==> src/rtl/operand_fetch_stage.sv <==
// RV32 operand fetch with MEM/WB bypass, load-use bubble insertion and the ID/EX register.
// Optional OPFETCH_STATS_EN adds stall_cnt/fwd_cnt performance counters.
module operand_fetch_stage #(
  parameter int XLEN   = 32,
  parameter int AWIDTH = 5
) (
  input  logic              clk,
  input  logic              rst_n,
  input  logic              in_valid,
  output logic              in_ready,
  input  logic [XLEN-1:0]   in_pc,
  input  logic [AWIDTH-1:0] in_rs1,
  input  logic [AWIDTH-1:0] in_rs2,
  input  logic              in_use_rs1,
  input  logic              in_use_rs2,
  input  logic [AWIDTH-1:0] in_rd,
  input  logic              in_rd_we,
  input  logic              in_is_load,
  output logic [AWIDTH-1:0] ra1,
  output logic [AWIDTH-1:0] ra2,
  input  logic [XLEN-1:0]   rf_rd1,
  input  logic [XLEN-1:0]   rf_rd2,
  input  logic [AWIDTH-1:0] mem_rd,
  input  logic              mem_we,
  input  logic              mem_is_load,
  input  logic [XLEN-1:0]   mem_data,
  input  logic [AWIDTH-1:0] wb_rd,
  input  logic              wb_we,
  input  logic [XLEN-1:0]   wb_data,
  input  logic              flush,
  output logic              out_valid,
  input  logic              out_ready,
  output logic [XLEN-1:0]   out_pc,
  output logic [XLEN-1:0]   out_rs1_val,
  output logic [XLEN-1:0]   out_rs2_val,
  output logic [AWIDTH-1:0] out_rd,
  output logic              out_rd_we,
  output logic              out_is_load
`ifdef OPFETCH_STATS_EN
  ,
  output logic [31:0]       stall_cnt,
  output logic [31:0]       fwd_cnt
`endif
);

  logic              r_valid;
  logic [XLEN-1:0]   r_pc;
  logic [XLEN-1:0]   r_rs1_val;
  logic [XLEN-1:0]   r_rs2_val;
  logic [AWIDTH-1:0] r_rd;
  logic              r_rd_we;
  logic              r_is_load;

  logic              w_nz1, w_nz2;
  logic              w_mem1, w_mem2, w_wb1, w_wb2;
  logic              w_haz1, w_haz2, w_hazard;
  logic              w_adv, w_accept;
  logic [XLEN-1:0]   w_op1, w_op2;

  assign ra1 = in_rs1;
  assign ra2 = in_rs2;

  assign w_nz1  = |in_rs1;
  assign w_nz2  = |in_rs2;
  assign w_mem1 = mem_we && !mem_is_load && (mem_rd == in_rs1);
  assign w_mem2 = mem_we && !mem_is_load && (mem_rd == in_rs2);
  assign w_wb1  = wb_we && (wb_rd == in_rs1);
  assign w_wb2  = wb_we && (wb_rd == in_rs2);

  // Later assignments win: x0 over MEM over WB over regfile.
  always_comb begin
    w_op1 = rf_rd1;
    if (w_wb1)  w_op1 = wb_data;
    if (w_mem1) w_op1 = mem_data;
    if (!w_nz1) w_op1 = '0;
    w_op2 = rf_rd2;
    if (w_wb2)  w_op2 = wb_data;
    if (w_mem2) w_op2 = mem_data;
    if (!w_nz2) w_op2 = '0;
  end

  // A load is unresolvable while in EX (our register) or in MEM (data not yet returned).
  assign w_haz1 = in_use_rs1 && w_nz1 &&
                  ((r_valid && r_is_load && r_rd_we && (r_rd == in_rs1)) ||
                   (mem_we && mem_is_load && (mem_rd == in_rs1)));
  assign w_haz2 = in_use_rs2 && w_nz2 &&
                  ((r_valid && r_is_load && r_rd_we && (r_rd == in_rs2)) ||
                   (mem_we && mem_is_load && (mem_rd == in_rs2)));
  assign w_hazard = w_haz1 || w_haz2;

  assign w_adv    = !r_valid || out_ready;
  assign in_ready = w_adv && !w_hazard && !flush;
  assign w_accept = in_valid && in_ready;

  always_ff @(posedge clk or negedge rst_n) begin
    if (!rst_n) begin
      r_valid   <= 1'b0;
      r_pc      <= '0;
      r_rs1_val <= '0;
      r_rs2_val <= '0;
      r_rd      <= '0;
      r_rd_we   <= 1'b0;
      r_is_load <= 1'b0;
    end else if (flush) begin
      r_valid <= 1'b0;
    end else if (w_adv) begin
      if (w_accept) begin
        r_valid   <= 1'b1;
        r_pc      <= in_pc;
        r_rs1_val <= w_op1;
        r_rs2_val <= w_op2;
        r_rd      <= in_rd;
        r_rd_we   <= in_rd_we;
        r_is_load <= in_is_load;
      end else begin
        r_valid <= 1'b0;
      end
    end
  end

  assign out_valid   = r_valid;
  assign out_pc      = r_pc;
  assign out_rs1_val = r_rs1_val;
  assign out_rs2_val = r_rs2_val;
  assign out_rd      = r_rd;
  assign out_rd_we   = r_rd_we;
  assign out_is_load = r_is_load;

`ifdef OPFETCH_STATS_EN
  logic        w_fwd;
  logic [31:0] r_stall_cnt;
  logic [31:0] r_fwd_cnt;

  assign w_fwd = (in_use_rs1 && w_nz1 && (w_mem1 || w_wb1)) ||
                 (in_use_rs2 && w_nz2 && (w_mem2 || w_wb2));

  always_ff @(posedge clk or negedge rst_n) begin
    if (!rst_n) begin
      r_stall_cnt <= '0;
      r_fwd_cnt   <= '0;
    end else begin
      if (in_valid && w_adv && w_hazard && !flush) r_stall_cnt <= r_stall_cnt + 32'd1;
      if (w_accept && w_fwd)                       r_fwd_cnt   <= r_fwd_cnt + 32'd1;
    end
  end

  assign stall_cnt = r_stall_cnt;
  assign fwd_cnt   = r_fwd_cnt;
`endif

endmodule

==> config.mk <==
export PLATFORM = sky130hd
export DESIGN_NAME = operand_fetch_stage
export DESIGN_NICKNAME = d
export VERILOG_FILES = /design/src/rtl/operand_fetch_stage.sv
export SDC_FILE = /design/constraint.sdc
export NUM_CORES = 1
export LEC_CHECK = 0
export CORE_MARGIN = 2
export CORE_UTILIZATION = 36
export DETAILED_ROUTE_END_ITERATION = 8
export MAX_ROUTING_LAYER = met4
export PLACE_DENSITY = 0.79
export SKIP_LAST_GASP = 1
export SYNTH_ARGS = -nofsm -noshare
export SYNTH_HDL_FRONTEND = slang
export SYNTH_SLANG_ARGS = --single-unit
export TNS_END_PERCENT = 100
==> constraint.sdc <==
create_clock -name clk -period 2.53 [get_ports clk]
set_clock_uncertainty 0.15 [all_clocks]
set_input_delay 0.506 -clock clk [delete_from_list [all_inputs] [get_ports clk]]
set_output_delay 0.506 -clock clk [all_outputs]
set_load 0.05 [all_outputs]
==> run metrics, run 1 <==
status=complete, no violations; Site Rows=between 40 and 50; drt pass-1 iters=5; vias in the first global route=6,264; register area share after synthesis=between 40% and 50%; WS Path Type=in -> out; most common cell in the netlist=nand2_1; worst setup margin=0.002666 ns; starting density of the core=36.44%; post-synth top area cell=dfrtp_1; Avg WL per Cell=18.96 µm; total gr overflow=0; worst IR drop on VDD=0.4415 mV; RD Place Congestion=0.9472; pwr dens=671.9 mW/mm²; Initial DRC Count=355; final core occ=61.32%; Final Hold Fails=0; ys async rst share=100.0%; CTS clock-pin slew for the worst setup and hold paths=0.07 ns; Synth area leaders=dfrtp_1 (44%), mux2_4 (15%), nand2_1 (8.3%); die area=0.01759 mm²; Finish-stage setup viols=0; crit path launch type=input pin; Synth Warn #=0; Synth Register Bits=around 100; H-Tree Level Count=3; crit path DAT=1.87 ns; fin cells=1,132; Mapped Cells=585; syn avg cell area=10.18 µm²; die height=132.6 µm; CP max FO=2; slew at the pin closest to its max-slew limit=~0.58 ns; synth unique cells=26; RSZ-0062 raised after global routing=true; Yosys top cell area share=43.69%; post-layout min period=2.527 ns; Worst slew margin=60.92%; Hold WC Path Type=reg -> reg; Final Cell Area=0.01002 mm²; area of the core=0.01635 mm²; most frequent cells after synthesis=nand2_1 (132), dfrtp_1 (104), a31oi_1 (64), o21ai_0 (64), mux2_4 (59); Root Driver=clkbuf_16; max_cap viols=0; CP required=between 1.5 and 2 ns; Final nets=~1,100; share of layout cells above drive strength 1=between 20% and 30%; EDFF count, synth=0; Fmax achieved=0.3957 GHz; Synth Net Count=782; antenna-violating nets left=0; CP Capture Type=output port; Num CTS Buffers=9; CTS tree=built; dominant synthesized flop cell=dfrtp_1; clock sinks=104; vias per cell=5.299; DP Wirelength=16.17 mm; initial antenna violation count=0; Synth Cell Area=0.005957 mm²; via count=5,998; Fillers=approximately 1,400; DRC Markers=0; DRT Wirelength=21.46 mm; pre-CTS setup slack=-0.5607 ns; largest net degree at the start of global routing=65; IO Count=312; Tot GR Track Use=between 20% and 30%; Static Leakage=4.275 nW; Placed Cells=1,111; Final Max Tran Viols=0; clk buf depth=2; antenna cell count=0; Placed Area=approximately 0.0097 mm²; first-pass GRT wire length=33.58 mm; Tcrit/Tclk final=99.89%; chip width=between 100 and 150 µm; PortBufs=311; area grow syn2layout=68.28%; Power, Total=slightly below 7 mW; worst-skew pair later-pin latency=approximately 0.35 ns
-- layout by cell type, fill, tap and decap left out, types with 2 or more instances in the layout --
master,instances
a31oi_1,64
and3_1,2
buf_12,19
buf_16,2
buf_4,44
clkbuf_16,9
clkdlybuf4s15_2,4
clkdlybuf4s50_1,282
clkinvlp_4,2
dfrtp_1,104
dlygate4sd2_1,10
inv_1,2
mux2_2,44
mux2_4,59
nand2_1,131
nand3_1,5
nand3_2,2
nand4_1,2
nor2_1,6
nor3_1,2
nor4_1,2
nor4_2,2
o21ai_0,63
xnor2_1,7
xor2_1,23
-- logic make-up (layout without fill, tap and decap cells) --
logic type | count (synthesis) | after routing | share of synthesized area (%)
AND/OR/NAND/NOR | 161 | 161 | 11.05
buffers and inverters | 56 | 383 | 5.188
flip-flops | 104 | 104 | 43.69
XOR/XNOR | 30 | 30 | 4.411
AO/OA/AOI/OAI | 131 | 131 | 12.48
multiplexers | 103 | 103 | 23.19
-- power breakdown --
group	internal [mW]	switching, mW
Combinational	1.34	1.77
Sequential	1.99	0.208
Clock	0.773	0.655
Total	4.10	2.63
-- critical path, stage by stage --
cell and delay (ns):
clkdlybuf4s15_1 0.24, buf_4 0.18, xor2_1 0.16, nor4_1 0.18
nand3_1 0.18, a21oi_4 0.20, nor2_2 0.08, buf_12 0.15
-- stage by stage --
stage	TNS [ns]	hold slack, ns
global placement	-49.31	0.3386
detailed placement	-50.28	0.3413
floorplan	0	0.06041
global route	-0.07630	0.3792
CTS	0	0.3620
finish	0	0.3580
-- per-layer routing --
| metal | global-route usage (%) | vias to the layer above | share of wire [%] |
|---|---|---|---|
| met4 | 11.47 | 0 | 3.7 |
| met5 | - | - | 0 |
| met3 | 5.632 | 65 | 7.5 |
| met2 | 41.74 | 329 | 50 |
| li1 | - | 2694 | - |
| met1 | 28.80 | 2910 | 39 |
-- state kept, by name (all words and copies together), names as in the netlist --
name         flops
out_pc          32
out_rd           5
out_rs1_val     32
out_is_load      1
out_rs2_val     32
out_valid        1
out_rd_we        1
-- repair_timing --
item                       in CTS  in global routing
resized for setup              35                  7
setup endpoints to repair     104                  8
hold endpoints to repair       31                  0
setup buffers                   4                  0
pin swaps                      10                  6
hold buffers                    1                  0
-- path summary, 6_finish.rpt --
kind                             from              end  slack, ns  depth (start not counted)
hold reg to reg            out_pc[16]       out_pc[16]       0.36                          1
setup reg to reg            out_rd[0]   out_rs1_val[6]       0.10                          9
min in group asynchronous       rst_n       out_pc[13]       0.51                          2
max in group asynchronous       rst_n  out_rs2_val[28]       1.08                          3
setup / recovery            in_rs1[3]         in_ready      0.003                          8
hold / removal             out_pc[16]       out_pc[16]       0.36                          1
-- cell type report --
type                    count  area [µm²]  share of cell area, %
clock inverters             6       67.56                 0.6740
multi-input cells         425        3092                  30.84
flip-flops and latches    104        2603                  25.96
well taps                 220       275.3                  2.746
inverters                   2       7.507                0.07489
clock buffers              10       229.0                  2.284
repair buffers            365        3751                  37.42
Power figures use the tool's default switching activity.
==> run 2: changes to the inputs <==
--- a/config.mk
+++ b/config.mk
@@ -6,4 +6,5 @@
 export NUM_CORES = 1
 export LEC_CHECK = 0
+export ABC_CLOCK_PERIOD_IN_PS = 2530
 export CORE_MARGIN = 2
 export CORE_UTILIZATION = 36
--- a/constraint.sdc
+++ b/constraint.sdc
@@ -3,3 +3,3 @@
 set_input_delay 0.506 -clock clk [delete_from_list [all_inputs] [get_ports clk]]
 set_output_delay 0.506 -clock clk [all_outputs]
-set_load 0.05 [all_outputs]
+set_load 0.005 [all_outputs]
==> run 2 against run 1 <==
  * Hold slack barely moved
  * Routed wire length rose by 5.7%
  * Critical path depth did not move
  * Highest routed layer unchanged
  * Critical endpoint is now out_rs1_val[26]
  * Largest power group is now sequential cells
  * Via count fell by 0.58%
==> run metrics, run 2 (synthesis results as in run 1) <==
FF-to-FF path depth=10; Power, Total=~5.8 mW; initial antenna violation count=0; Final Max Tran Viols=0; clk buf depth=2; max_cap viols=0; most frequent cells in the layout=clkdlybuf4s50_1 (292), nand2_1 (132), dfrtp_1 (102), mux2_4 (73); Tot GR Track Use=around a quarter; area of the core=0.01635 mm²; CP max FO=32; via count=between 5,000 and 6,000; PortBufs=311; TNS Setup=0 ns; die area=0.01759 mm²; worst IR drop on VDD=0.3860 mV; IO Count=between 300 and 400; vias in the first global route=6,130; DRC Markers=0; CP Capture Type=register; Finish-stage setup viols=0; antenna-violating nets left=0; reg-to-reg slack, setup=around 0.040 ns; vias per cell=5.185; Worst slew margin=66.81%; H-Tree Level Count=3; CTS tree=built; chip width=between 100 and 150 µm; area grow syn2layout=73.89%; Hold WC Path Type=reg -> reg; Crit Reg-Reg Endpoint=out_rs1_val[18]; hold depth=1; Fillers=1,327; CTS clock-pin slew for the worst setup and hold paths=0.07 ns; antenna cell count=0; slew at the pin closest to its max-slew limit=0.4978 ns; starting density of the core=36.44%; Root Driver=clkbuf_16; DP Wirelength=15.68 mm; final core occ=between 60% and 70%; commonest non-fill, non-tap cell in the layout=clkdlybuf4s50_1; first-pass GRT wire length=about 33 mm; crit path DAT=2.64 ns; worst-skew pair later-pin latency=between 0.3 and 0.4 ns; R2R Path Start=out_rd[0]; Final Hold Fails=0; Initial DRC Count=between 200 and 300; drt pass-1 iters=6; post-layout min period=2.504 ns; Final Cell Area=0.01036 mm²; Static Leakage=around 4.5 nW; Placed Area=0.009532 mm²; share of layout cells above drive strength 1=23.01%; clock sinks=104; fin cells=1,150; die height=132.6 µm; RD Place Congestion=0.9296; Placed Cells=between 1,000 and 1,500; pre-CTS setup slack=-0.6348 ns; status=complete, no violations; total gr overflow=0; Worst Hold Slack=0.3577 ns; Final nets=1,122; worst setup margin=0.02636 ns; WS Path Type=in -> reg; largest net degree at the start of global routing=65; crit path launch type=input pin; pwr dens=561.5 mW/mm²; CP required=around 2.7 ns; WHS Endpoint=out_pc[6]; Num CTS Buffers=9; Tcrit/Tclk final=98.96%; DRT Wirelength=between 20 and 25 mm; Site Rows=47; Avg WL per Cell=a little under 20 µm; min-delay src=out_pc[6]; Fmax achieved=around 0.4 GHz
## run 2: cell count changes in the layout (fill, tap and decap cells not counted), sizes merged
cell,delta
clkbuf,+12
clkdlybuf4s50,+10
clkdlybuf4s15,-3
dlygate4sd2,-3
buf,+2
bufinv,+1
clkinv,-1
clkinvlp,-1
inv,+1
## run 2: worst max-delay path, stage by stage
cell	delay, ns
clkdlybuf4s50_1	0.48
xor2_1	0.19
nor4_1	0.46
and3_1	0.28
buf_12	0.21
nand2_1	0.07
a31oi_1	0.24
mux2_2	0.19
## run 2: what timing repair did
| item | CTS | global route |
|---|---|---|
| setup endpoints to repair | 104 | 105 |
| hold buffers | 1 | 0 |
| pin swaps | 12 | 15 |
| gates cloned | 0 | 13 |
| resized for setup | 34 | 50 |
| hold endpoints to repair | 10 | 0 |
| buffers inserted | 4 | 8 |
## run 2: layout make-up
class / instances / area, µm² / area share, %
inverter: 2 / 7.507 / 0.07247
timing repair buffer: 383 / 3986 / 38.48
clock inverter: 6 / 90.09 / 0.8697
clock buffer: 10 / 239.0 / 2.307
sequential: 104 / 2605 / 25.15
multi-input combinational: 425 / 3156 / 30.46
tap: 220 / 275.3 / 2.657
## run 2: where the power goes
part / internal, mW / switching [mW] / total [mW]
sequential: 1.99 / 0.214 / 2.20
clock: 0.902 / 0.669 / 1.57
combinational: 1.42 / 0.623 / 2.04
total: 4.31 / 1.51 / 5.82
## run 2: worst max path at each step
stage	startpoint	end	slack, ns	depth (start not counted)
2_1_floorplan	mem_rd[4]	out_pc[23]	0.19	8
3_3_place_gp	mem_rd[4]	in_ready	-0.61	7
3_5_place_dp	in_rs1[2]	out_rs1_val[31]	-0.63	10
4_1_cts	mem_rd[2]	out_rs1_val[11]	-0.04	12
5_1_grt	mem_rd[3]	out_rs1_val[18]	-0.09	11
6_report	wb_rd[3]	out_rs1_val[26]	0.03	8
## run 2: routing by layer
layer	wire (µm)	global-route usage, %	vias up
met5	0	-	-
met4	448	7.706	0
met3	1488	5.326	39
met2	11340	41.68	291
met1	9418	28.96	2901
li1	-	-	2732
==> run 3: changes to the inputs <==
- CORE_UTILIZATION: 36 -> 40
- PLACE_DENSITY: 0.79 -> 0.86
==> run 3 against run 2 <==
  * Critical endpoint is now in_ready
  * Design area fell by 3.7%
  * Critical path type is now in -> out
  * Clock-buffer cell count shrank 1
  * Largest power group unchanged
  * Maximum frequency rose by 0.34%
  * Routed wire length is 3.2% lower
  * Cell count fell by 4.1%
  * Highest routed layer unchanged
  * Critical path depth fell by 1
  * Sequential share of layout area rose by 0.95 points
  * Power fell by 3.1%
  * Combinational power shrank 4%
==> run metrics, run 3 (synthesis results as in run 1) <==
status=complete, no violations; critical path's slowest cell=or4_4; slew at the pin closest to its max-slew limit=0.5142 ns; antenna-violating nets left=0; CTS tree=built; Placed Area=between 0.009 and 0.01 mm²; Final nets=1,110; vias in the first global route=6,237; crit path launch type=input pin; drt pass-1 iters=5; Root Driver=clkbuf_16; H-Tree Level Count=3; worst IR drop on VDD=0.4561 mV; Fmax achieved=about 0.4 GHz; CP Capture Type=output port; Site Rows=44; Final Cell Area=0.009977 mm²; Avg WL per Cell=around 20 µm; Finish-stage setup viols=0; hold depth=1; Num CTS Buffers=9; Hold WC Path Type=reg -> reg; clock sinks=104; R2R Path Start=out_rd[0]; share of layout cells above drive strength 1=21.79%; clk buf depth=2; initial antenna violation count=1; WHS Endpoint=out_rs2_val[31]; Placed Cells=1,080; area grow syn2layout=67.49%; crit path DAT=1.84 ns; largest net degree at the start of global routing=65; Tcrit/Tclk final=between 90% and 100%; area of the core=approximately 0.015 mm²; DRC Markers=0; Initial DRC Count=390; TNS Setup=0 ns; CP peak stage delay=slightly above 0.5 ns; Buf/Inv on CP=2; pwr dens=between 500 and 600 mW/mm²; commonest non-fill, non-tap cell in the layout=clkdlybuf4s50_1; CP max FO=2; Static Leakage=4.270 nW; fin cells=1,103; CP required=between 1.5 and 2 ns; WS Path Type=in -> out; die area=0.01588 mm²; FF-to-FF path depth=9; chip width=126.0 µm; Worst slew margin=65.72%; worst-skew pair later-pin latency=0.36 ns; reg-to-reg slack, setup=~0.13 ns; Crit Reg-Reg Endpoint=out_rs2_val[4]; DRT Wirelength=21.97 mm; RSZ-0062 raised after global routing=true; die height=around 130 µm; starting density of the core=between 40% and 50%; worst setup margin=0.03476 ns; first-pass GRT wire length=around 34 mm; cell family with most CP delay=simple AND/OR/NAND/NOR gates; DP Wirelength=16.20 mm; via count=5,972; most frequent cells in the layout=clkdlybuf4s50_1 (292), nand2_1 (132), dfrtp_1 (103), o21ai_0 (64), a31oi_1 (64); post-layout min period=2.495 ns; Power, Total=about 5.6 mW; PortBufs=311; total gr overflow=0; IO Count=312; pre-CTS setup slack=-0.8054 ns; CTS clock-pin slew for the worst setup and hold paths=0.07 ns; Final Hold Fails=0; Tot GR Track Use=28.06%; min-delay src=out_rs2_val[31]; max_cap viols=0; Final Max Tran Viols=0; RD Place Congestion=~0.89; critical path, cell by cell=clkdlybuf4s15_2 > xnor2_2 > nand3_2 > or4_4 > a21oi_4 > nor2_2 > buf_2; vias per cell=about 5.4
## run 3: changes by cell type in the layout (fill, tap and decap cells not counted), sizes merged
cell,delta
buf,-3
bufinv,-1
clkbuf,-14
clkdlybuf4s15,+1
clkinv,+1
diode,+1
dlygate4sd2,+3
inv,+1
## run 3: layer usage
metal  track usage [%]  vias to the layer above  part of all wire [%]
li1                  -                     2705                     -
met1             34.14                     2925                    39
met2             46.30                      294                    50
met3             7.009                       48                   7.6
met4             8.403                        0                   2.7
met5                 -                        -                     0
## run 3: final cells by class
type / instances / area, µm²
Clock inverter: 7 / 86.33
Inverter: 2 / 7.507
Multi-Input combinational cell: 425 / 3107
Tap cell: 184 / 230.2
Sequential cell: 104 / 2604
Fill cell: 1084 / 4557
Clock buffer: 9 / 225.2
Timing Repair Buffer: 371 / 3715
Antenna cell: 1 / 2.502
## run 3: worst reg2reg max path, delay by kind of cell (launching register included)
kind / cells / cell delay [ns]
flip-flops: 1 / 0.45
multiplexers: 1 / 0.35
XOR/XNOR: 1 / 0.15
AO/OA/AOI/OAI: 1 / 0.20
buffers and inverters: 3 / 0.48
AND/OR/NAND/NOR: 3 / 0.50
## run 3: report_power, final
part	total [mW]	switching (mW)	leakage (nW)	internal, mW
registers	2.19	0.206	1.23	1.99
logic	1.95	0.603	2.89	1.34
clock network	1.50	0.706	0.150	0.790
## run 3: through the flow
stage / hold slack [ns] / util (%)
after floorplan: 0.06041 / -
after global placement: 0.3377 / 65.72
after detailed placement: 0.3454 / 65.72
after CTS: 0.3616 / 68.53
after global routing: 0.3764 / 68.65
final: 0.3579 / 68.65
## run 3: how the worst max path moves through the flow
stage                     startpoint         endpoint  slack (ns)  cells past startpoint
after floorplan            mem_rd[4]       out_pc[23]        0.19                      8
after global placement     in_rs1[2]         in_ready       -0.73                      7
after detailed placement   in_rs1[2]         in_ready       -0.81                      7
after CTS                  mem_rd[2]         in_ready       0.005                      7
after global routing       in_rs1[1]  out_rs2_val[31]       -0.05                     11
final                      mem_rd[2]         in_ready        0.03                      7
## run 3: repair_timing
action,CTS,global route
gates cloned,1,0
pin swaps,11,3
setup buffers,3,1
resized for setup,48,4
hold endpoints to repair,34,0
hold buffers,1,0
setup endpoints to repair,105,88
